## src/rtl/grf_wa_pipe.sv

```systemverilog
// Destination-register tag pipeline: carries write address/valid from decode
// down to commit and flags source hazards per stage. Option: GRF_WA_ZERO_SQUASH_EN.
module grf_wa_pipe #(
   parameter int ADDR_W   = 5,
   parameter int DEPTH    = 3,
   parameter int LINK_REG = 31
) (
   input  logic                      clk,
   input  logic                      reset,
   input  logic [1:0]                sel,
   input  logic [ADDR_W-1:0]         rt,
   input  logic [ADDR_W-1:0]         rd,
   input  logic                      in_valid,
   input  logic                      stall,
   input  logic                      flush,
   input  logic [ADDR_W-1:0]         rs_q,
   input  logic [ADDR_W-1:0]         rt_q,
   output logic [DEPTH*ADDR_W-1:0]   wa_stage,
   output logic [DEPTH-1:0]          wv_stage,
   output logic [ADDR_W-1:0]         commit_wa,
   output logic                      commit_we,
   output logic [DEPTH-1:0]          hit_rs,
   output logic [DEPTH-1:0]          hit_rt,
   output logic [DEPTH-1:0]          fwd_rs,
   output logic [DEPTH-1:0]          fwd_rt
);

   localparam logic [ADDR_W-1:0] LINK_WA = ADDR_W'(LINK_REG);

   logic [ADDR_W-1:0] sel_wa;
   logic              sel_wv;
   logic [ADDR_W-1:0] wa_d [DEPTH];
   logic [ADDR_W-1:0] wa_q [DEPTH];
   logic [DEPTH-1:0]  wv_d;
   logic [DEPTH-1:0]  wv_q;

   always_comb begin
      case (sel)
         2'b00:   sel_wa = rd;
         2'b01:   sel_wa = rt;
         2'b10:   sel_wa = LINK_WA;
         default: sel_wa = '0;
      endcase
      sel_wv = in_valid & (sel != 2'b11) & ~stall & ~flush;
`ifdef GRF_WA_ZERO_SQUASH_EN
      // $0 is never architecturally written, so drop it before it enters the pipe
      sel_wv = sel_wv & (sel_wa != '0);
`endif
   end

   always_comb begin
      wv_d    = '0;
      wa_d[0] = (stall | flush) ? '0 : sel_wa;
      wv_d[0] = sel_wv;
      for (int i = 1; i < DEPTH; i++) begin
         wa_d[i] = wa_q[i-1];
         wv_d[i] = wv_q[i-1];
      end
   end

   always_ff @(posedge clk) begin
      if (!reset) begin
         for (int i = 0; i < DEPTH; i++) wa_q[i] <= '0;
         wv_q <= '0;
      end else begin
         for (int i = 0; i < DEPTH; i++) wa_q[i] <= wa_d[i];
         wv_q <= wv_d;
      end
   end

   always_comb begin
      wa_stage = '0;
      hit_rs   = '0;
      hit_rt   = '0;
      for (int i = 0; i < DEPTH; i++) begin
         wa_stage[i*ADDR_W +: ADDR_W] = wa_q[i];
         hit_rs[i] = wv_q[i] & (wa_q[i] == rs_q) & (rs_q != '0);
         hit_rt[i] = wv_q[i] & (wa_q[i] == rt_q) & (rt_q != '0);
      end
   end

   // Lowest index is the youngest producer; isolate it with x & -x.
   assign fwd_rs    = hit_rs & (~hit_rs + DEPTH'(1));
   assign fwd_rt    = hit_rt & (~hit_rt + DEPTH'(1));
   assign wv_stage  = wv_q;
   assign commit_wa = wa_q[DEPTH-1];
   assign commit_we = wv_q[DEPTH-1];

endmodule

```

## config.mk

```make
export PLATFORM = sky130hd
export DESIGN_NAME = grf_wa_pipe
export DESIGN_NICKNAME = d
export VERILOG_FILES = /design/src/rtl/grf_wa_pipe.sv
export SDC_FILE = /design/constraint.sdc
export NUM_CORES = 1
export LEC_CHECK = 0
export CAP_MARGIN = 15
export CORE_MARGIN = 3
export CORE_UTILIZATION = 38
export CTS_BUF_LIST = sky130_fd_sc_hd__clkbuf_4 sky130_fd_sc_hd__clkbuf_8
export DETAILED_ROUTE_END_ITERATION = 16
export GPL_TIMING_DRIVEN = 1
export PLACE_DENSITY_LB_ADDON = 0.25
export SYNTH_ARGS = -nofsm -noshare
export SYNTH_HDL_FRONTEND = slang
export SYNTH_SLANG_ARGS = --single-unit
export TNS_END_PERCENT = 10
```

## constraint.sdc

```tcl
create_clock -name clk -period 2.55 [get_ports clk]
set_input_delay 0.765 -clock clk [delete_from_list [all_inputs] [get_ports clk]]
set_output_delay 0.765 -clock clk [all_outputs]
set_load 0.1 [all_outputs]
```

[After elaboration in Yosys (flattened, before gate mapping)]
Memories as Yosys holds them, arrays and structs flattened.
Index checks and enable logic that the tools add are counted.
Storage, ports and cells
  register bits after elaboration: 3
  memory bits (writable): 15
  output and inout port bits: 36
  logic and storage cells: 48
  memories: 1
Operators by class
  $add $sub $neg: 2
  equal/unequal tests: 9
  muxes and demuxes: 7
  bitwise logic cells: 25
  reduce and logical (&&, ||, !) cells: 3
Memory list
  wa_q: words 3, bits a word 5, rd ports 3, clocked after Yosys merged registers in 0, write ports 3, line 33  | logic [ADDR_W-1:0] wa_q [DEPTH];
Operators by type and width (count)
  equality test 5 bit: 6
  2-to-1 mux 5 bit: 4
  bitwise AND 1 bit: 15
  one-hot mux 5 bit (3 select lines): 1
  nonzero test 5 bit: 2
  adder 3 x 1 -> 3 bit, second input constant: 2
  bitwise AND 3 bit: 2
  inverter 3 bit: 2
  OR 1 bit: 4
  equality test 2 x 1 -> 1 bit, second input constant: 1
  equality test 2 bit, second input constant: 1
  logical NOT 2 bit: 1
  2-to-1 mux 1 bit: 2
  inequality test 2 bit, second input constant: 1
  inverter 1 bit: 2

[Logic depth before layout (Yosys ltp)]
Gate-level depths: netlist of run 1.
  depth in word-level cells: 6
  mapped depth: 4
  mapped depth without buffers: 4

[Least setup slack after synthesis of run 1]
Ideal clock, no wire load.
  kind: register to output
  start: mem wa_q[0][2]
  end: out fwd_rt[1]
  arrival time: 6127 ps
  path slack: -4342 ps
  cell stages (with the launch flop): 5
  buffers on the path: 0
  path through: dfxtp_1 > xnor2_1 > nand4_1 > nor4_1 > nor2b_1
RTL lines
  start, declared: line 33
  end, declared: line 25  | output logic [DEPTH-1:0] fwd_rt

[Worst setup path after layout of run 1]
  start: in rt_q[3]
  end: out fwd_rt[2]
Between the ends
  longest elaborated chain between the ends: 6
Ends and longest elaborated chain
  start, declared: line 17  | input logic [ADDR_W-1:0] rt_q,
  equality test 5 bit: line 78  | hit_rt[i] = wv_q[i] & (wa_q[i] == rt_q) & (rt_q != '0);
  bitwise AND 1 bit (2 in a row): line 78
  inverter 3 bit: line 84  | assign fwd_rt = hit_rt & (~hit_rt + DEPTH'(1));
  adder 3 x 1 -> 3 bit: line 84
  bitwise AND 3 bit (*): line 84
Mark *: on every way between the ends. The rest lies on a longest branch, timed or not.

==> summary.txt, run 1 <==
Synth top area share - 0.342
Area contributors post-synth - dfxtp_1 (34%), xnor2_1 (15%), xor2_1 (10%)
Clock Tree Root - clkbuf_4
Worst-path fanout max - 3
Met3 Use GR - 0.0307
Static leakage - 0.897 nW
Sequential cell area - 368 um2
Antenna violations before repair - 0
Busiest layer in global routing - met2
Vert. Die Dim - 58.6 um
Post-synth EDFFs - 0
First-pass GRT wire length - 5550 um
Slew Viols, Final - 0
Data arrival time of the worst path - 2.24 ns
Max-Cap Viols - 0
Worst VDD drop - 366 uV
Drc violations - 0
Ys async rst share - 0
Drt first pass iters - 5
Yosys warns - 0
Layout cells sized above 1 - 0.554
Initial core utilization - 0.413
Required time of the critical path - 1.79 ns
Clock slew at reported path FFs - 0.10 ns
Total nets after synthesis - 138
Later-pin clock latency in the skew report - 0.30 ns
Layout fillers - 146
Placed Cells - 208
H-Tree Depth - 1
Total power - 0.000687 W
Worst setup EP type - output port
Critical path type - in2out
Largest net degree at the start of global routing - 14
Sequential share of the synthesized area - 0.342
GR Util met1 - 0.228
Top Ports - 63
Flops & latches, synth - 18
CP max stage cell - nor4_4
Failing checks - setup timing
DR iter-0 viols - 21
Diodes inserted - 0
CTS buffer count - 3
DP Wirelength - 2760 um
PD cells - 323 nW/um2
Crit-path most repeated cell - buf_6
Nets - 214
Final setup vio count - 12
Mapped Cells - 111
Tcrit/Tclk final - 1.18
Critical path launch point type - input port
Met2 usage - 0.424
Syn avg cell area - 9.48 um2
Core ar. - 2540 um2
Die X - 58.6 um
Max-slew headroom - 0.703
Vias per Instance - 5.19
Post-synth top area cell - dfxtp_1
Cell family with most CP delay - simple AND/OR/NAND/NOR gates
DRT antenna net count - 0
CP max stage delay - 0.33 ns
# rows - 18
Worst slew pin tran - 0.443 ns
RSZ-0062 raised after global routing - yes
Synth Flop Type - dfxtp_1
Die area - 3440 um2
Bufs and invs on worst path - 4
Number of port buffers - 62
HP Class - reg2reg
Cell area after synthesis - 1050 um2
Overall routing resource usage - 0.217
Clock Skew - 0.00592 ns
Final RePlAce weighted congestion - 0.889
Max Fclk - 333 MHz
Vias - 1122
CTS tree - yes
Clock Path Buffers - 2
Status - finished with violations
Congestion Overflow GR - 0
Cell Chain, Critical Path - buf_8, buf_6, buf_6, xnor2_2, nand4_1, nor4_4, nor3b_4, buf_12
Commonest cells in the netlist - dfxtp_1 (18), xnor2_1 (18), and2_1 (12), xor2_1 (12), buf_4 (8)
Final WS setup - -0.456 ns
Fin crit period - 3.01 ns
Footprint of the multi-input gates - 821 um2
Number of global-route vias before repair - 1192
Avg WL per Cell - 18.2 um
Total routed wirelength - 3930 um
Pre-CTS setup slack - -0.789 ns
Netlist cell types - 18
Count of final hold-check violations - 0
TritonCTS Sinks - 18
Hold buffers post-CTS - 0
Synthesis-to-layout area growth - 102%
Fin cells - 216
==> registers in the layout (all words and copies together), names as in the netlist <==
name / cells
wa_q: 15
wv_stage: 3
==> where the power goes <==
| group | switching, W | internal, W |
|---|---|---|
| clock | 0.0000905 | 0.0000872 |
| combinational | 0.000116 | 0.0000958 |
| sequential | 0.0000103 | 0.000287 |
==> worst paths after layout <==
kind	to	cells past startpoint	slack (ns)	from
max	fwd_rt[2]	8	-0.46	rt_q[3]
min reg2reg	wv_stage[1]	1	0.53	wv_stage[0]
min	wv_stage[1]	1	0.53	wv_stage[0]
max reg2reg	wa_q[0][13]	1	1.84	wa_q[0][8]
==> layout by cell type, fill, tap and decap left out <==
master,netlist,final
dfxtp_1,18,12
clkbuf_2,0,1
and2_1,12,12
xnor2_2,0,14
nor3_1,5,5
clkbuf_8,0,1
nor4_4,0,6
nand2b_1,5,5
buf_12,0,12
a211oi_1,5,5
nor2b_2,0,2
buf_4,8,35
buf_6,0,13
or4_4,2,2
nor3b_4,0,2
nor2_1,2,2
clkbuf_4,0,3
xor2_1,12,12
nand2_1,3,3
buf_8,0,2
clkdlybuf4s50_1,0,16
dlygate4sd2_1,0,1
dfxtp_2,0,6
xnor2_1,18,4
nor2_4,2,2
nand4_1,6,6
buf_2,0,2
==> area by class of cell <==
class                      count  share of cell area
timing repair buffer          82               0.406
multi-input combinational     82               0.386
sequential                    18               0.173
tap                           30              0.0177
clock buffer                   4              0.0171
==> stage by stage <==
step / area, um2 / hold slack (ns) / utilization / setup TNS [ns]
after floorplan: 1160 / 0.879 / - / -12.50
after global placement: 1930 / 0.501 / 0.759 / -7.36
after detailed placement: 1930 / 0.510 / 0.759 / -7.71
after CTS: 2050 / 0.534 / 0.804 / -3.85
after global routing: 2130 / 0.547 / 0.835 / -4.52
final: 2130 / 0.534 / 0.835 / -4.01
==> kinds of logic after synthesis <==
group           share of synthesized area
flops                               0.342
xor+xnor                            0.250
buf+inv                            0.0678
compound gates                     0.0357
simple gates                        0.304
==> repair_timing <==
action | in CTS | in global routing
pin swaps | 13 | 9
endpoints found under the setup margin | 12 | 12
resized for setup | 54 | 16
buffers inserted | 1 | 3
endpoints found under the hold margin | 0 | 0
==> metal layers <==
metal,vias up,wire (um),part of all wire
li1,525,-,-
met1,538,1430,0.36
met2,51,2160,0.55
met3,8,234,0.060
met4,0,113,0.029
met5,-,0,0
Note: power is estimated with default switching activity, not from simulation.
==> inputs of run 2 (changes only) <==
--- a/config.mk
+++ b/config.mk
@@ -5,6 +5,7 @@
 export SDC_FILE = /design/constraint.sdc
 export NUM_CORES = 1
 export LEC_CHECK = 0
+export ABC_AREA = 0
 export CAP_MARGIN = 15
 export CORE_MARGIN = 3
 export CORE_UTILIZATION = 38
@@ -12,6 +13,7 @@
 export DETAILED_ROUTE_END_ITERATION = 16
 export GPL_TIMING_DRIVEN = 1
 export PLACE_DENSITY_LB_ADDON = 0.25
+export SLEW_MARGIN = 20
 export SYNTH_ARGS = -nofsm -noshare
 export SYNTH_HDL_FRONTEND = slang
 export SYNTH_SLANG_ARGS = --single-unit
==> results of run 2 <==
Same layout as run 1: the final DEF is identical, and so are final timing and power.
==> inputs of run 3 (changes only) <==
--- a/config.mk
+++ b/config.mk
@@ -5,11 +5,11 @@
 export SDC_FILE = /design/constraint.sdc
 export NUM_CORES = 1
 export LEC_CHECK = 0
-export ABC_AREA = 0
 export CAP_MARGIN = 15
 export CORE_MARGIN = 3
 export CORE_UTILIZATION = 38
 export CTS_BUF_LIST = sky130_fd_sc_hd__clkbuf_4 sky130_fd_sc_hd__clkbuf_8
+export CTS_CLUSTER_SIZE = 24
 export DETAILED_ROUTE_END_ITERATION = 16
 export GPL_TIMING_DRIVEN = 1
 export PLACE_DENSITY_LB_ADDON = 0.25
==> results of run 3 <==
Same layout as run 1: the final DEF is identical, and so are final timing and power.
